<file path="config.mk">
export PLATFORM = sky130hd
export DESIGN_NAME = window_addr_gen
export DESIGN_NICKNAME = d
export VERILOG_FILES = /design/src/rtl/wag_pkg.sv /design/src/rtl/wag_wrap_cnt.sv /design/src/rtl/window_addr_gen.sv
export SDC_FILE = /design/constraint.sdc
export NUM_CORES = 1
export LEC_CHECK = 0
export BUFFER_PORTS_ARGS = -buffer_cell sky130_fd_sc_hd__buf_2
export CAP_MARGIN = 30
export CORE_AREA = 2 2 175 177
export CTS_CLUSTER_DIAMETER = 40
export DETAILED_ROUTE_END_ITERATION = 6
export DIE_AREA = 0 0 177 179
export GPL_TIMING_DRIVEN = 1
export PLACE_DENSITY = 0.61
export SYNTH_ARGS = -nofsm -noshare
export SYNTH_HDL_FRONTEND = slang
export SYNTH_SLANG_ARGS = --single-unit
</file>
<file path="constraint.sdc">
create_clock -name clk -period 5.29 [get_ports clk]
set_input_delay 1.058 -clock clk [delete_from_list [all_inputs] [get_ports clk]]
set_output_delay 1.058 -clock clk [all_outputs]
set_load 0.03 [all_outputs]
</file>
<file path="src/rtl/wag_pkg.sv">
// Shared types and default widths for the window address generator.
package wag_pkg;

   typedef enum logic [1:0] {
      IDLE = 2'd0,
      RUN  = 2'd1,
      DONE = 2'd2
   } wag_state_t;

   // Default widths: address, image dimension, kernel size, stride
   localparam int WAG_ADDR_W = 17;
   localparam int WAG_DIM_W  = 10;
   localparam int WAG_K_W    = 3;
   localparam int WAG_S_W    = 2;

endpackage

</file>
<file path="src/rtl/wag_wrap_cnt.sv">
// Wrapping counter with enable, runtime terminal value and wrap pulse.
// "last" is high while the count sits at its limit; "wrap" is the enabled
// step that takes it back to zero, used to enable the next counter up.
module wag_wrap_cnt
   import wag_pkg::*;
#(
   parameter int W = 4
)(
   input  logic         clk,
   input  logic         rst_n,
   input  logic         clr,
   input  logic         en,
   input  logic [W-1:0] limit,
   output logic         last,
   output logic         wrap
);

   logic [W-1:0] cnt;

   assign last = (cnt == limit);
   assign wrap = en && last;

   // count up on enable, fold back to zero once the limit is passed
   always_ff @(posedge clk or negedge rst_n) begin
      if (!rst_n)
         cnt <= '0;
      else if (clr)
         cnt <= '0;
      else if (en)
         cnt <= last ? '0 : cnt + 1'b1;
   end

endmodule

</file>
<file path="src/rtl/window_addr_gen.sv">
// Walks a KxK window over an image and emits one address per handshake,
// ordered kx fastest, then ky, then ox, then oy.
// Addresses are built by adding row pitch / stride steps to pointers,
// never by multiplication, and wrap modulo 2^ADDR_W.
// Optional feature: WAG_ZERO_PAD_EN adds "same" zero padding and the pad output.
module window_addr_gen
   import wag_pkg::*;
#(
   parameter int ADDR_W = WAG_ADDR_W,
   parameter int DIM_W  = WAG_DIM_W,
   parameter int K_W    = WAG_K_W,
   parameter int S_W    = WAG_S_W
)(
   input  logic              clk,
   input  logic              rst_n,
   input  logic              start,
   input  logic [ADDR_W-1:0] base,
   input  logic [DIM_W-1:0]  img_w,
   input  logic [DIM_W-1:0]  img_h,
   input  logic [K_W-1:0]    k,
   input  logic [S_W-1:0]    stride,
   output logic              busy,
   output logic [ADDR_W-1:0] adrs,
   output logic              adrs_vld,
   input  logic              adrs_rdy,
   output logic              win_last,
`ifdef WAG_ZERO_PAD_EN
   output logic              pad,
`endif
   output logic              ack
);

   wag_state_t state, state_nxt;

   logic load, xfer;
   logic kx_last, ky_last, ox_last, oy_last;
   logic kx_wrap, ky_wrap, ox_wrap, oy_wrap;

   logic [1:0]        pad_in;
   logic              cfg_ok;
   logic [DIM_W:0]    span_w, span_h;
   logic [ADDR_W-1:0] pitch_in, pad_off, origin;

   logic [K_W-1:0]    k_lim_r;
   logic [DIM_W-1:0]  ow_lim_r, oh_lim_r;
   logic [ADDR_W-1:0] row_step_r, col_step_r, pitch_r;
   logic [ADDR_W-1:0] oy_ptr, win_ptr, row_ptr, adrs_r;

   // Stride is at most 3, so the output-grid division is a shift or a
   // divide by the constant 3.
   function automatic logic [DIM_W-1:0] div_stride(input logic [DIM_W:0] x,
                                                   input logic [S_W-1:0] s);
      logic [DIM_W:0] q;
      if (s == S_W'(2))
         q = x >> 1;
      else if (s == S_W'(3))
         q = x / (DIM_W+1)'(3);
      else
         q = x;
      return DIM_W'(q);
   endfunction

   assign load = (state == IDLE) && start;
   assign xfer = adrs_vld && adrs_rdy;

   // Scan setup derived from the live inputs, captured only on load
   always_comb begin
`ifdef WAG_ZERO_PAD_EN
      pad_in = 2'((k - K_W'(1)) >> 1);
`else
      pad_in = '0;
`endif
      span_w = (DIM_W+1)'(img_w) + (DIM_W+1)'({pad_in, 1'b0}) - (DIM_W+1)'(k);
      span_h = (DIM_W+1)'(img_h) + (DIM_W+1)'({pad_in, 1'b0}) - (DIM_W+1)'(k);
      cfg_ok = (k != '0) && (stride != '0) &&
               (DIM_W'(k) <= img_w) && (DIM_W'(k) <= img_h);
      pitch_in = '0;
      for (int i = 0; i < S_W; i++)
         if (stride[i]) pitch_in = pitch_in + (ADDR_W'(img_w) << i);
      pad_off = ADDR_W'(pad_in);
      for (int i = 0; i < 2; i++)
         if (pad_in[i]) pad_off = pad_off + (ADDR_W'(img_w) << i);
      origin = base - pad_off;
   end

   // Capture the scan configuration as counter limits and pointer steps
   always_ff @(posedge clk or negedge rst_n) begin
      if (!rst_n) begin
         k_lim_r    <= '0;
         ow_lim_r   <= '0;
         oh_lim_r   <= '0;
         row_step_r <= '0;
         col_step_r <= '0;
         pitch_r    <= '0;
      end else if (load) begin
         k_lim_r    <= k - K_W'(1);
         ow_lim_r   <= div_stride(span_w, stride);
         oh_lim_r   <= div_stride(span_h, stride);
         row_step_r <= ADDR_W'(img_w);
         col_step_r <= ADDR_W'(stride);
         pitch_r    <= pitch_in;
      end
   end

   wag_wrap_cnt #(.W(K_W)) u_kx (
      .clk(clk), .rst_n(rst_n), .clr(load), .en(xfer),
      .limit(k_lim_r), .last(kx_last), .wrap(kx_wrap));

   wag_wrap_cnt #(.W(K_W)) u_ky (
      .clk(clk), .rst_n(rst_n), .clr(load), .en(kx_wrap),
      .limit(k_lim_r), .last(ky_last), .wrap(ky_wrap));

   wag_wrap_cnt #(.W(DIM_W)) u_ox (
      .clk(clk), .rst_n(rst_n), .clr(load), .en(ky_wrap),
      .limit(ow_lim_r), .last(ox_last), .wrap(ox_wrap));

   wag_wrap_cnt #(.W(DIM_W)) u_oy (
      .clk(clk), .rst_n(rst_n), .clr(load), .en(ox_wrap),
      .limit(oh_lim_r), .last(oy_last), .wrap(oy_wrap));

   // Pointer chain: output row -> window origin -> kernel row -> tap.
   // Each transfer steps the innermost pointer that has not hit its limit
   // and reloads everything below it from the new value.
   always_ff @(posedge clk or negedge rst_n) begin
      if (!rst_n) begin
         oy_ptr  <= '0;
         win_ptr <= '0;
         row_ptr <= '0;
         adrs_r  <= '0;
      end else if (load) begin
         oy_ptr  <= origin;
         win_ptr <= origin;
         row_ptr <= origin;
         adrs_r  <= origin;
      end else if (xfer) begin
         if (!kx_last) begin
            adrs_r <= adrs_r + 1'b1;
         end else if (!ky_last) begin
            row_ptr <= row_ptr + row_step_r;
            adrs_r  <= row_ptr + row_step_r;
         end else if (!ox_last) begin
            win_ptr <= win_ptr + col_step_r;
            row_ptr <= win_ptr + col_step_r;
            adrs_r  <= win_ptr + col_step_r;
         end else if (!oy_last) begin
            oy_ptr  <= oy_ptr + pitch_r;
            win_ptr <= oy_ptr + pitch_r;
            row_ptr <= oy_ptr + pitch_r;
            adrs_r  <= oy_ptr + pitch_r;
         end
      end
   end

`ifdef WAG_ZERO_PAD_EN
   localparam logic signed [DIM_W+1:0] POS_ONE = 1;

   logic signed [DIM_W+1:0] oy_pos, ox_pos, row_pos, col_pos;
   logic signed [DIM_W+1:0] pos_org, pos_org_r, pos_step_r;
   logic [DIM_W-1:0]        img_w_r, img_h_r;

   assign pos_org = -$signed((DIM_W+2)'(pad_in));

   // Signed tap coordinates mirror the pointer chain so out-of-image taps
   // can be recognised and masked
   always_ff @(posedge clk or negedge rst_n) begin
      if (!rst_n) begin
         oy_pos     <= '0;
         ox_pos     <= '0;
         row_pos    <= '0;
         col_pos    <= '0;
         pos_org_r  <= '0;
         pos_step_r <= '0;
         img_w_r    <= '0;
         img_h_r    <= '0;
      end else if (load) begin
         oy_pos     <= pos_org;
         ox_pos     <= pos_org;
         row_pos    <= pos_org;
         col_pos    <= pos_org;
         pos_org_r  <= pos_org;
         pos_step_r <= $signed((DIM_W+2)'(stride));
         img_w_r    <= img_w;
         img_h_r    <= img_h;
      end else if (xfer) begin
         if (!kx_last) begin
            col_pos <= col_pos + POS_ONE;
         end else if (!ky_last) begin
            row_pos <= row_pos + POS_ONE;
            col_pos <= ox_pos;
         end else if (!ox_last) begin
            ox_pos  <= ox_pos + pos_step_r;
            row_pos <= oy_pos;
            col_pos <= ox_pos + pos_step_r;
         end else if (!oy_last) begin
            oy_pos  <= oy_pos + pos_step_r;
            row_pos <= oy_pos + pos_step_r;
            ox_pos  <= pos_org_r;
            col_pos <= pos_org_r;
         end
      end
   end

   assign pad  = adrs_vld && ((row_pos < 0) || (col_pos < 0) ||
                              (row_pos >= $signed({2'b00, img_h_r})) ||
                              (col_pos >= $signed({2'b00, img_w_r})));
   assign adrs = pad ? '0 : adrs_r;
`else
   assign adrs = adrs_r;
`endif

   assign win_last = adrs_vld && kx_last && ky_last;

   // State register
   always_ff @(posedge clk or negedge rst_n) begin
      if (!rst_n)
         state <= IDLE;
      else
         state <= state_nxt;
   end

   // Next state: bad configurations skip straight to DONE for the ACK
   always_comb begin
      state_nxt = state;
      case (state)
         IDLE:    if (start) state_nxt = cfg_ok ? RUN : DONE;
         RUN:     if (oy_wrap) state_nxt = DONE;
         DONE:    state_nxt = IDLE;
         default: state_nxt = IDLE;
      endcase
   end

   // Handshake and status outputs decoded from state
   always_comb begin
      busy     = 1'b0;
      adrs_vld = 1'b0;
      ack      = 1'b0;
      case (state)
         RUN: begin
            busy     = 1'b1;
            adrs_vld = 1'b1;
         end
         DONE: begin
            busy = 1'b1;
            ack  = 1'b1;
         end
         default: ;
      endcase
   end

endmodule

</file>
==> qor.log <==
[floorplan] starting density of the core 39.3%
[drt] Final ANT Viol Nets 0
[synthesis] dominant combinational cell family by area after synthesis compound AO/OA/AOI/OAI gates
[critical_path] slowest cell on the critical path sky130_fd_sc_hd__fa_1
[critical_path] CP Launch Point img_w[0]
[sta] setup-violating endpoint count in the final report 0
[critical_path] critical-path cell list buf_2 > inv_1 > ha_1 > inv_1 > fa_1 > a211o_1 > nor2_1 > a2111oi_0 > o21ai_0 > a32o_1 > a21oi_1 > nand2b_1 > a32o_1 > a211oi_2 > mux2i_1 > ha_1 > o21ai_0 > o311ai_0 > mux2i_1 > o21ai_0
[synthesis] cell types with the largest area share after synthesis sky130_fd_sc_hd__dfrtp_1 (30%), sky130_fd_sc_hd__nand2_1 (6.5%), sky130_fd_sc_hd__xnor2_1 (6.2%), sky130_fd_sc_hd__o21ai_0 (5.7%), sky130_fd_sc_hd__ha_1 (5.4%)
[place] estimated wirelength of the detail-placed design 26.5 mm
[synthesis] Synth cell types 92
[layout] ratio of cells with drive above 1 in the final layout 11.6%
[synthesis] post-synthesis cell type with the largest combined area sky130_fd_sc_hd__dfrtp_1
[min_path] HP Class reg2reg
[sta] Setup TNS Final 0 ns
[clock_network] clock root buffer sky130_fd_sc_hd__clkbuf_16
[floorplan] standard cell core area 30000 um^2
[sta] final number of hold-violating endpoints 0
[floorplan] Die Ht 179 um
[sta] Worst Hold Slack 0.492 ns
[synthesis] synthesized-area fraction occupied by adder cells 6.42%
[critical_path] Worst EP required 5.61 ns
[synthesis] simple-gate share of the synthesized area 22.2%
[drt] DR WL/cell 18.1 um
[clock_network] Clock Sinks 143
[sta] top achievable clock speed 205 MHz
[floorplan] row cnt 64
[critical_path] slowest stage delay, CP 0.45 ns
[sta] Max Slew Vio Count 0
[flow_run] Max Cap Viol 0
[synthesis] most used standard cells in the synthesized netlist sky130_fd_sc_hd__nand2_1 (206), sky130_fd_sc_hd__nor2_1 (159), sky130_fd_sc_hd__dfrtp_1 (143), sky130_fd_sc_hd__o21ai_0 (134), sky130_fd_sc_hd__a21oi_1 (114)
[critical_path] capture point of the worst path ow_lim_r[0]$_DFFE_PN0P_
[sta] final critical-path share of the clock period 92.3%
[clock_network] post-cts resize count 0
[global_route] GRT Util Overall 22.9%
[sta] headroom to the max-slew limit 40.7%
[layout] diode count 0
[sta] post-route minimum period 4.88 ns
[clock_network] clock latency reported for the late side of the worst-skew pair 0.43 ns
[critical_path] Crit Reg-Reg Endpoint oy_ptr[14]$_DFFE_PN0P_
[synthesis] fraction of the yosys area taken by sequential cells 30.3%
[global_route] number of antenna violations at the first check in global routing 0
[floorplan] DIE AREA 31700 um^2
[synthesis] number of enable flip-flop cells after synthesis 0
[power_and_ir_drop] worst supply voltage drop on vdd 0.297 mV
[synthesis] mux contribution to synthesized area 1.89%
[global_route] pin count of the biggest net entering global routing 71
[global_route] global-route wire length before repair 57.6 mm
[clock_network] Post-CTS Setup Inserts 0
[clock_network] Max H-tree Level 4
[floorplan] number of top-level pins 67
[critical_path] element type at the critical path end register
[drt] vias per cell 5.74
[critical_path] launching point of the worst reg2reg path u_ox.cnt[2]$_DFFE_PN0P_
[sta] clock tree skew after final layout 0.0162 ns
[critical_path] sum of buffers and inverters on the critical path 3
[clock_network] Clock Pin Slew Worst Setup and Hold Paths 0.07 ns
[synthesis] top-count cell post-synth sky130_fd_sc_hd__nand2_1
[drt] drt drc 0
[clock_network] clock tree from TritonCTS yes
[layout] final layout net count 1662
[critical_path] delay-heaviest family, CP compound AO/OA/AOI/OAI gates
[place] GP Congestion 0.918
[synthesis] complex-gate fraction of the synthesized area 25.4%
[drt] final wirelength 35.6 mm
[synthesis] xor and xnor area share after synthesis 9.05%
[floorplan] Die X-Extent 177 um
[synthesis] Syn Nets 1615
[synthesis] async set-or-reset flop fraction in the synthesized netlist 100%
[layout] area growth from synthesis to layout 13.1%
[critical_path] Critical Path Start Type input pin
[outcome] run status finished clean
[synthesis] prevailing post-synth register cell sky130_fd_sc_hd__dfrtp_1
[critical_path] critical path data arrival time 5.20 ns
[critical_path] cell type with the highest occurrence count on the critical path sky130_fd_sc_hd__o21ai_0
[place] Setup WS pre-CTS -0.0320 ns
[clock_network] number of buffers added by the clock tree synthesis step 17
[sta] RSZ-0062 raised after global routing no
[critical_path] setup slack, reg-to-reg 1.81 ns
[sta] Final Worst Setup Slack 0.407 ns
[place] count of port buffers added during placement 66
[power_and_ir_drop] power density normalized to cell area 544 nW/um^2
[synthesis] synthesized area per cell 7.81 um^2
[power_and_ir_drop] leak pwr 0.00573 uW
[critical_path] R2R cell count 10
[synthesis] area fraction of the dominant cell type after synthesis 30.3%
[drt] overall via count from detail_route 11300
[drt] 1st-iter DRT viols 963
[synthesis] total of warnings raised by yosys 0
[critical_path] CP Max Fanout 9
[critical_path] category of the critical setup timing path in2reg
[synthesis] total of flip-flops plus latches after synthesis 143
[critical_path] cell count along the critical path 20
[global_route] gr ovfl total 0
[synthesis] Mapped Cells 1512
[global_route] vias in the first global route 10800
[sta] Tightest Pin Transition 0.886 ns
[drt] first-pass iteration count of the detailed router 7
[power_and_ir_drop] overall power consumption 7270 uW
[clock_network] number of buffers on the longest clock path 2
[synthesis] post-synthesis cell area 11800 um^2
[clock_network] Post-CTS Hold Buffers 0
==> placed cells by master (no fill, tap or decap), types with 38 or more instances in the layout <==
| cell | n |
|---|---|
| sky130_fd_sc_hd__a21oi_1 | 114 |
| sky130_fd_sc_hd__a31oi_1 | 38 |
| sky130_fd_sc_hd__buf_2 | 65 |
| sky130_fd_sc_hd__buf_4 | 48 |
| sky130_fd_sc_hd__dfrtp_1 | 143 |
| sky130_fd_sc_hd__ha_1 | 51 |
| sky130_fd_sc_hd__inv_1 | 49 |
| sky130_fd_sc_hd__nand2_1 | 205 |
| sky130_fd_sc_hd__nand3_1 | 48 |
| sky130_fd_sc_hd__nor2_1 | 159 |
| sky130_fd_sc_hd__o21ai_0 | 134 |
| sky130_fd_sc_hd__xnor2_1 | 84 |
| sky130_fd_sc_hd__xor2_1 | 38 |
==> cell families (layout without fill, tap and decap cells) <==
kind of cell | Yosys count | after routing
buffers and inverters | 138 | 198
muxes | 22 | 22
xor gates and xnor gates | 122 | 122
adders and majority gates | 57 | 57
and+or+nand+nor | 565 | 565
DFF | 143 | 143
AOI/OAI and AO/OA | 465 | 465
==> metrics by stage <==
step / util [%] / std cells / area [um^2]
3_5_place_dp: 42.4 / 1936 / 12700
4_1_cts: 44.5 / 1968 / 13400
5_1_grt: 44.5 / 1968 / 13400
6_report: 44.5 / 1968 / 13400
2_1_floorplan: - / 1512 / 11800
3_3_place_gp: 42.2 / 1933 / 12700
==> routing by layer <==
metal	GRT usage, %	share of wire, %	up-vias
met2	38.7	48	315
met3	2.27	4.0	37
met1	31.3	47	5401
met5	0	0	-
met4	5.75	1.6	0
li1	-	-	5535
==> sequential cells by signal, summed over array words and instances, names as in the netlist <==
name        cells
adrs           17
col_step_r      2
k_lim_r         3
oh_lim_r       10
ow_lim_r       10
oy_ptr         17
pitch_r        12
row_ptr        17
row_step_r     10
state           2
u_kx.cnt        3
u_ky.cnt        3
u_ox.cnt       10
u_oy.cnt       10
win_ptr        17
==> where the power goes <==
| part | internal [uW] | leakage [uW] | switching, uW |
|---|---|---|---|
| clock | 815 | 0.000310 | 526 |
| sequential | 1540 | 0.00175 | 424 |
| combinational | 1520 | 0.00367 | 2450 |
==> how the worst min path moves through the flow <==
stage / startpoint / endpoint / slack (ns) / depth (start not counted)
final: row_ptr[7]$_DFFE_PN0P_ / row_ptr[7]$_DFFE_PN0P_ / 0.49 / 1
after global routing: row_ptr[7]$_DFFE_PN0P_ / row_ptr[7]$_DFFE_PN0P_ / 0.51 / 1
after CTS: row_ptr[7]$_DFFE_PN0P_ / row_ptr[7]$_DFFE_PN0P_ / 0.49 / 1
after detailed placement: row_ptr[7]$_DFFE_PN0P_ / row_ptr[7]$_DFFE_PN0P_ / 0.48 / 1
after global placement: row_ptr[7]$_DFFE_PN0P_ / row_ptr[7]$_DFFE_PN0P_ / 0.47 / 1
after floorplan: pitch_r[11]$_DFFE_PN0P_ / pitch_r[11]$_DFFE_PN0P_ / 0.45 / 2
==> worst reg2reg max path: cells and delay by family, from the launching register on <==
| kind | cells | cell delay (ns) |
|---|---|---|
| AND/OR/NAND/NOR | 5 | 1.99 |
| buffers and inverters | 2 | 0.50 |
| flip-flops | 1 | 0.42 |
| XOR/XNOR | 2 | 0.34 |
| AO/OA/AOI/OAI | 1 | 0.08 |
==> cell type report <==
| cell class | instances | area (um^2) |
|---|---|---|
| Clock buffer | 19 | 443 |
| Clock inverter | 13 | 198 |
| Fill cell | 3056 | 16700 |
| Inverter | 49 | 184 |
| Multi-Input combinational cell | 1231 | 7700 |
| Sequential cell | 143 | 3580 |
| Tap cell | 396 | 495 |
| Timing Repair Buffer | 117 | 764 |
Power figures use the tool's default switching activity.
